--- config.mk ---
export PLATFORM = sky130hd
export DESIGN_NAME = ms_irq_dispatch_flat
export DESIGN_NICKNAME = d
export VERILOG_FILES = /design/src/rtl/ms_irq_dispatch_if.sv /design/src/rtl/ms_irq_dispatch.sv /design/src/flat_wrapper.sv
export SDC_FILE = /design/constraint.sdc
export NUM_CORES = 1
export LEC_CHECK = 0
export CORE_ASPECT_RATIO = 1.5
export CORE_MARGIN = 3
export CORE_UTILIZATION = 48
export CTS_BUF_LIST = sky130_fd_sc_hd__clkbuf_16
export CTS_CLUSTER_DIAMETER = 120
export DETAILED_ROUTE_END_ITERATION = 12
export GPL_TIMING_DRIVEN = 1
export PLACE_DENSITY_LB_ADDON = 0.05
export SETUP_SLACK_MARGIN = 0.1
export SLEW_MARGIN = 20
export SYNTH_ARGS = -nofsm -noshare
export SYNTH_HDL_FRONTEND = slang
export SYNTH_SLANG_ARGS = --single-unit
export TNS_END_PERCENT = 1
--- constraint.sdc ---
create_clock -name AClkH -period 2.2 [get_ports AClkH]
set_clock_uncertainty 0.2 [all_clocks]
set_input_delay 0.22 -clock AClkH [delete_from_list [all_inputs] [get_ports AClkH]]
set_output_delay 0.22 -clock AClkH [all_outputs]
set_load 0.01 [all_outputs]
--- src/rtl/ms_irq_dispatch_if.sv ---
// Offer/accept/done handshake between the IRQ dispatcher and the cores it serves.
// The dispatcher side is the master: it drives the offer, and the cores answer.
interface ms_irq_dispatch_if #(
    parameter int CCoreCnt = 2,
    parameter int CIrqIdxW = 3
);
    logic [CCoreCnt-1:0]          ACoreIrqEn;
    logic [CCoreCnt-1:0]          AIrqReq;
    logic [CCoreCnt*CIrqIdxW-1:0] AIrqIdx;
    logic [CCoreCnt-1:0]          AIrqAck;
    logic [CCoreCnt-1:0]          AIrqDone;

    modport master (
        input  ACoreIrqEn, AIrqAck, AIrqDone,
        output AIrqReq, AIrqIdx
    );

    modport slave (
        output ACoreIrqEn, AIrqAck, AIrqDone,
        input  AIrqReq, AIrqIdx
    );
endinterface

--- src/rtl/ms_irq_dispatch.sv ---
// Multi-core interrupt dispatcher: synchronises IRQ lines, latches pending lines,
// offers the lowest eligible line to a free core in round-robin order and tracks service.
module ms_irq_dispatch #(
    parameter int CCoreCnt = 2,
    parameter int CIrqCnt  = 8,
    parameter int CIrqIdxW = 3
) (
    input  logic                AClkH,
    input  logic                AResetHN,
    input  logic                AClkHEn,
    input  logic                AExecEn,
    input  logic [CIrqCnt-1:0]  AIrq,
    input  logic [CIrqCnt-1:0]  AIrqMode,
    input  logic [CIrqCnt-1:0]  AIrqMask,
    ms_irq_dispatch_if.master   ACore,
    output logic [CIrqCnt-1:0]  AIrqBusyList,
    output logic [CIrqCnt-1:0]  APending
);
    localparam int CRrW = (CCoreCnt > 1) ? $clog2(CCoreCnt) : 1;

    typedef enum logic [1:0] {ST_FREE, ST_OFFER, ST_SERVICE} state_e;

    logic [CIrqCnt-1:0]  s1_q, s2_q, s3_q;
    logic [CIrqCnt-1:0]  pending_q, pending_d;
    logic [CIrqCnt-1:0]  busy_q, busy_d;
    state_e              state_q [CCoreCnt];
    state_e              state_d [CCoreCnt];
    logic [CIrqIdxW-1:0] idx_q [CCoreCnt];
    logic [CIrqIdxW-1:0] idx_d [CCoreCnt];
    logic [CCoreCnt-1:0] req_q, req_d;
    logic [CRrW-1:0]     rr_q, rr_d;

    logic [CIrqCnt-1:0]  offered, ack_clr, event_v, set_v;
    logic                line_ok, core_ok;
    logic [CIrqIdxW-1:0] line_sel;
    logic [CRrW-1:0]     core_sel;

    always_comb begin
        offered = '0;
        ack_clr = '0;
        for (int c = 0; c < CCoreCnt; c++) begin
            if (state_q[c] == ST_OFFER) begin
                offered[idx_q[c]] = 1'b1;
                if (ACore.AIrqAck[c]) ack_clr[idx_q[c]] = 1'b1;
            end
        end
    end

    // Level lines are suppressed while in flight; edge lines queue one deep instead.
    always_comb begin
        event_v   = (AIrqMode & s2_q & ~s3_q) | (~AIrqMode & s2_q);
        set_v     = event_v & AIrqMask & {CIrqCnt{AExecEn}} & (AIrqMode | ~(busy_q | offered));
        pending_d = (pending_q & ~ack_clr) | set_v;
    end

    always_comb begin
        line_ok  = 1'b0;
        line_sel = '0;
        for (int i = CIrqCnt - 1; i >= 0; i--) begin
            if (pending_q[i] && AIrqMask[i] && !busy_q[i] && !offered[i]) begin
                line_ok  = 1'b1;
                line_sel = CIrqIdxW'(i);
            end
        end
        core_ok  = 1'b0;
        core_sel = '0;
        for (int k = CCoreCnt - 1; k >= 0; k--) begin
            if (state_q[(int'(rr_q) + k) % CCoreCnt] == ST_FREE &&
                ACore.ACoreIrqEn[(int'(rr_q) + k) % CCoreCnt]) begin
                core_ok  = 1'b1;
                core_sel = CRrW'((int'(rr_q) + k) % CCoreCnt);
            end
        end
    end

    always_comb begin
        busy_d = busy_q;
        req_d  = req_q;
        rr_d   = rr_q;
        for (int c = 0; c < CCoreCnt; c++) begin
            state_d[c] = state_q[c];
            idx_d[c]   = idx_q[c];
            case (state_q[c])
                ST_FREE: begin
                    if (line_ok && core_ok && core_sel == CRrW'(c)) begin
                        state_d[c] = ST_OFFER;
                        idx_d[c]   = line_sel;
                        req_d[c]   = 1'b1;
                    end
                end
                ST_OFFER: begin
                    if (ACore.AIrqAck[c]) begin
                        state_d[c]        = ST_SERVICE;
                        busy_d[idx_q[c]]  = 1'b1;
                        req_d[c]          = 1'b0;
                    end else if (!ACore.ACoreIrqEn[c]) begin
                        state_d[c] = ST_FREE;
                        req_d[c]   = 1'b0;
                    end
                end
                ST_SERVICE: begin
                    if (ACore.AIrqDone[c]) begin
                        state_d[c]       = ST_FREE;
                        busy_d[idx_q[c]] = 1'b0;
                    end
                end
                default: state_d[c] = ST_FREE;
            endcase
        end
        if (line_ok && core_ok) begin
            rr_d = (core_sel == CRrW'(CCoreCnt - 1)) ? '0 : core_sel + 1'b1;
        end
    end

    always_ff @(posedge AClkH or negedge AResetHN) begin
        if (!AResetHN) begin
            s1_q      <= '0;
            s2_q      <= '0;
            s3_q      <= '0;
            pending_q <= '0;
            busy_q    <= '0;
            req_q     <= '0;
            rr_q      <= '0;
            for (int c = 0; c < CCoreCnt; c++) begin
                state_q[c] <= ST_FREE;
                idx_q[c]   <= '0;
            end
        end else if (AClkHEn) begin
            s1_q      <= AIrq;
            s2_q      <= s1_q;
            s3_q      <= s2_q;
            pending_q <= pending_d;
            busy_q    <= busy_d;
            req_q     <= req_d;
            rr_q      <= rr_d;
            state_q   <= state_d;
            idx_q     <= idx_d;
        end
    end

    always_comb begin
        ACore.AIrqIdx = '0;
        for (int c = 0; c < CCoreCnt; c++) begin
            ACore.AIrqIdx[c*CIrqIdxW +: CIrqIdxW] = idx_q[c];
        end
    end

    assign ACore.AIrqReq = req_q;
    assign AIrqBusyList  = busy_q;
    assign APending      = pending_q;
endmodule
--- src/flat_wrapper.sv ---
// flat-port wrapper written by rule: the top's interface ports become plain ports
module ms_irq_dispatch_flat 
#(
    parameter int CCoreCnt = 2,
    parameter int CIrqCnt  = 8,
    parameter int CIrqIdxW = 3
)
  (AClkH, AResetHN, AClkHEn, AExecEn, AIrq, AIrqMode, AIrqMask, AIrqBusyList, APending, ACore_ACoreIrqEn, ACore_AIrqAck, ACore_AIrqDone, ACore_AIrqReq, ACore_AIrqIdx);
  ms_irq_dispatch_if #(.CCoreCnt(CCoreCnt), .CIrqIdxW(CIrqIdxW)) ACore_i ();
  input  logic AClkH;
  input  logic AResetHN;
  input  logic AClkHEn;
  input  logic AExecEn;
  input  logic [CIrqCnt-1:0] AIrq;
  input  logic [CIrqCnt-1:0] AIrqMode;
  input  logic [CIrqCnt-1:0] AIrqMask;
  output logic [CIrqCnt-1:0] AIrqBusyList;
  output logic [CIrqCnt-1:0] APending;
  input wire logic [$bits(ACore_i.ACoreIrqEn)-1:0] ACore_ACoreIrqEn;
  input wire logic [$bits(ACore_i.AIrqAck)-1:0] ACore_AIrqAck;
  input wire logic [$bits(ACore_i.AIrqDone)-1:0] ACore_AIrqDone;
  output wire logic [$bits(ACore_i.AIrqReq)-1:0] ACore_AIrqReq;
  output wire logic [$bits(ACore_i.AIrqIdx)-1:0] ACore_AIrqIdx;
  assign ACore_i.ACoreIrqEn = ACore_ACoreIrqEn;
  assign ACore_i.AIrqAck = ACore_AIrqAck;
  assign ACore_i.AIrqDone = ACore_AIrqDone;
  assign ACore_AIrqReq = ACore_i.AIrqReq;
  assign ACore_AIrqIdx = ACore_i.AIrqIdx;
  ms_irq_dispatch #(.CCoreCnt(CCoreCnt), .CIrqCnt(CIrqCnt), .CIrqIdxW(CIrqIdxW)) u_core (.AClkH(AClkH), .AResetHN(AResetHN), .AClkHEn(AClkHEn), .AExecEn(AExecEn), .AIrq(AIrq), .AIrqMode(AIrqMode), .AIrqMask(AIrqMask), .ACore(ACore_i), .AIrqBusyList(AIrqBusyList), .APending(APending));
endmodule
==> results.cfg <==
[clock_tree]
numCtsBuffers = 5
clk_latency_ns = 0.29
cts_buffer_depth = 2
root_buffer = clkbuf_16
cts_tree = done
clkSlewWorstSetupHoldPaths_ns = 0.07
clkSinkCount = 53
h-tree-depth = 2

[drt]
vias = 3132
route.detailed.drc = 0
dr.pass1.iters = 4
routedWlPerCell_um = 17.6
via_per_inst = 5.92
finalWirelength_um = 9320
dr.first_iter.drc_count = 202
ant_nets = 0

[power]
p_leak_nw = 1.87
power_frac_seq_pct = 29.5
p_sw_mw = 2.10
cell_internal_pwr_mw = 3.15
p_comb_share_pct = 55.7
clock_power_share_pct = 14.8
pwr_density_cell_nw_per_um2 = 1160
ir_drop_mv = 0.731
swShare_pct = 40.0

[finish]
nets = 492
post-route-util_pct = 69.1
n_antenna_cell = 0
drive_gt1_share_pct = 26.5
multiInputGateArea_um2 = 1900
seq_area_um2 = 1330
nFillCells = 546
syn_to_final_growth_pct = 39.9

[global_routing]
grt_pass1_wl_um = 15100
antenna_found_initial = 0
grt.busiest_layer = met2
grt_overflow = 0
grt_util_met2_pct = 43.0
grt_max_degree = 54
grt_pass1_vias = 3236
grt_use_met1_pct = 30.5
grt_usage_pct = 25.0
use_met3_pct = 3.31

[place]
gp_congestion = 0.937
hpwl_um = 6810
port_buffers = 57

[worst_hold_path]
hold_class = in -> reg
hold_depth = 3

[outcome]
status = complete, but fails checks
violations = setup timing

[floorplan]
coreArea_um2 = 6530
die_h_um = 106
die-area_um2 = 7760
rows = 36
start_util_pct = 49.4
die_w_um = 72.9
io_pins = 58

[yosys]
synthCells = 350
syn_nets = 390
syn_avg_cell_area_um2 = 9.22
async_flop_share_pct = 100
yosysMostFrequentCell = nand2_1
syn_area_um2 = 3230
synth_top_area_share_pct = 41.1
synth_cell_type_count = 52
synth_area_leaders = dfrtp_1 (41%), mux2_2 (9.8%), nand2_1 (6.7%)
synth_seq_cells = 53
synth_edf_count = 0
synth_common_cells = nand2_1 (58), dfrtp_1 (53), mux2_2 (28), o21ai_0 (26), a21oi_1 (24)
synth_ff_type = dfrtp_1
yosys.area.top_type = dfrtp_1
ys_seq_area_share_pct = 41.1
yosysWarnings = 0

[timing]
finalCritPeriodShare_pct = 107
post-route-min-period_ns = 2.35
setup_ws_ns = -0.155
setup_violations = 8
relSlewSlack_pct = 69.5
hold_violations = 0
fmax_ghz = 0.425
slew_viol_final = 0
tightest_slew_ns = 0.457
hold_slack_ns = 0.144
rsz0062_at_grt = true

[worst_setup_path]
arrival_ns = 2.33
worst_r2r_path_depth = 8
cp_max_fo = 11
worstSetupStartpointType = register
path_class = reg -> reg
endpoint_kind = register
cp_data_required_time_ns = 2.17

[flow_run]
cap_violations = 0
==> area by class of cell <==
class                           count  share of cell area [%]
Multi-Input combinational cell    269                    42.2
Sequential cell                    53                    29.4
Timing Repair Buffer              112                    22.2
Clock buffer                        5                    2.77
Tap cell                           76                    2.11
Inverter                           11                   0.915
Clock inverter                      3                   0.416
==> cell families (layout without fill, tap and decap cells) <==
group / Yosys count / count (layout) / share of synthesized area [%]
mux: 30 / 30 / 10.4
simple gates: 150 / 150 / 27.2
flops: 53 / 53 / 41.1
fa+ha+maj: 6 / 6 / 2.33
compound gates: 83 / 83 / 15.2
buf+inv: 28 / 131 / 3.84
==> per-stage QoR <==
stage          instances  instance area (µm²)  power [mW]  setup slack [ns]  setup TNS (ns)
6_report             529                 4510        5.24            -0.155          -0.862
5_1_grt              529                 4510        5.56            -0.225           -1.65
4_1_cts              529                 4480        5.17            -0.144          -0.795
3_5_place_dp         519                 4270        4.30            -0.198           -1.63
3_3_place_gp         519                 4270        4.26            -0.143           -1.18
2_1_floorplan        350                 3270        3.02           -0.0443          -0.180
==> sequential cells by signal, indices dropped and copies added, names as in the netlist <==
signal                cells
u_core.ACore.AIrqIdx      6
u_core.ACore.AIrqReq      2
u_core.APending           8
u_core.s3_q               8
u_core.state_q            4
u_core.rr_q               1
u_core.s1_q               8
u_core.AIrqBusyList       8
u_core.s2_q               8
==> metal layers <==
layer	vias to the layer above	share of wire, %
met3	20	5.1
li1	1492	-
met4	0	3.2
met2	99	52
met1	1521	40
met5	-	0
==> path summary, 6_finish.rpt <==
| kind | from | to | slack [ns] |
|---|---|---|---|
| worst max-delay path | u_core.state_q[3] | u_core.ACore.AIrqReq[0] | -0.15 |
| worst min-delay path | AClkHEn | u_core.AIrqBusyList[7] | 0.14 |
| worst max register to register | u_core.state_q[3] | u_core.ACore.AIrqReq[0] | -0.15 |
| worst min register to register | u_core.APending[6] | u_core.APending[6] | 0.30 |
| max in group asynchronous | AResetHN | u_core.ACore.AIrqIdx[3] | 1.30 |
| min in group asynchronous | AResetHN | u_core.state_q[3] | 0.23 |
==> repair_timing <==
action / 4_1_cts / 5_1_grt
hold buffers: 1 / 0
pin swaps: 7 / 4
resized for setup: 9 / 10
hold endpoints to repair: 53 / 0
endpoints found under the setup margin: 13 / 21
setup buffers: 1 / 0
==> critical path: stages (launching register included) <==
cell and delay [ns]:
dfrtp_1 0.39, inv_2 0.08, ha_4 0.22, nor4b_2 0.30
or4_4 0.20, nand4_4 0.13, nor2_4 0.25, mux2i_1 0.11
or3_1 0.35
==> cell usage in the layout (no fill, tap or decap), types with 3 or more instances in the layout <==
cell type	synthesis	final
nand3_2	0	3
nand4bb_1	4	4
o22ai_1	16	16
a41oi_1	3	3
inv_1	11	10
clkbuf_16	0	5
dfrtp_1	53	52
clkdlybuf4s50_1	0	55
nand3b_1	4	4
or4b_4	2	3
o21ai_0	26	25
nor2b_1	4	4
ha_1	6	3
and3b_1	4	4
a21oi_1	24	23
nand4b_1	6	6
nand3_1	19	16
mux2_2	28	26
nor4b_1	6	4
o21ai_1	2	3
nand2b_1	4	3
or3_1	6	5
nand2_1	58	58
buf_4	1	52
nor2_1	10	9
nand4_1	6	6
==> power by group through the flow <==
stage / Combinational (mW) / Sequential, mW / Clock (mW)
floorplan: 1.47 / 1.54 / 0
global placement: 2.73 / 1.52 / 0
detailed placement: 2.77 / 1.53 / 0
CTS: 2.84 / 1.53 / 0.790
global route: 3.16 / 1.57 / 0.829
finish: 2.92 / 1.55 / 0.776
(Power assumes the default switching activity.)
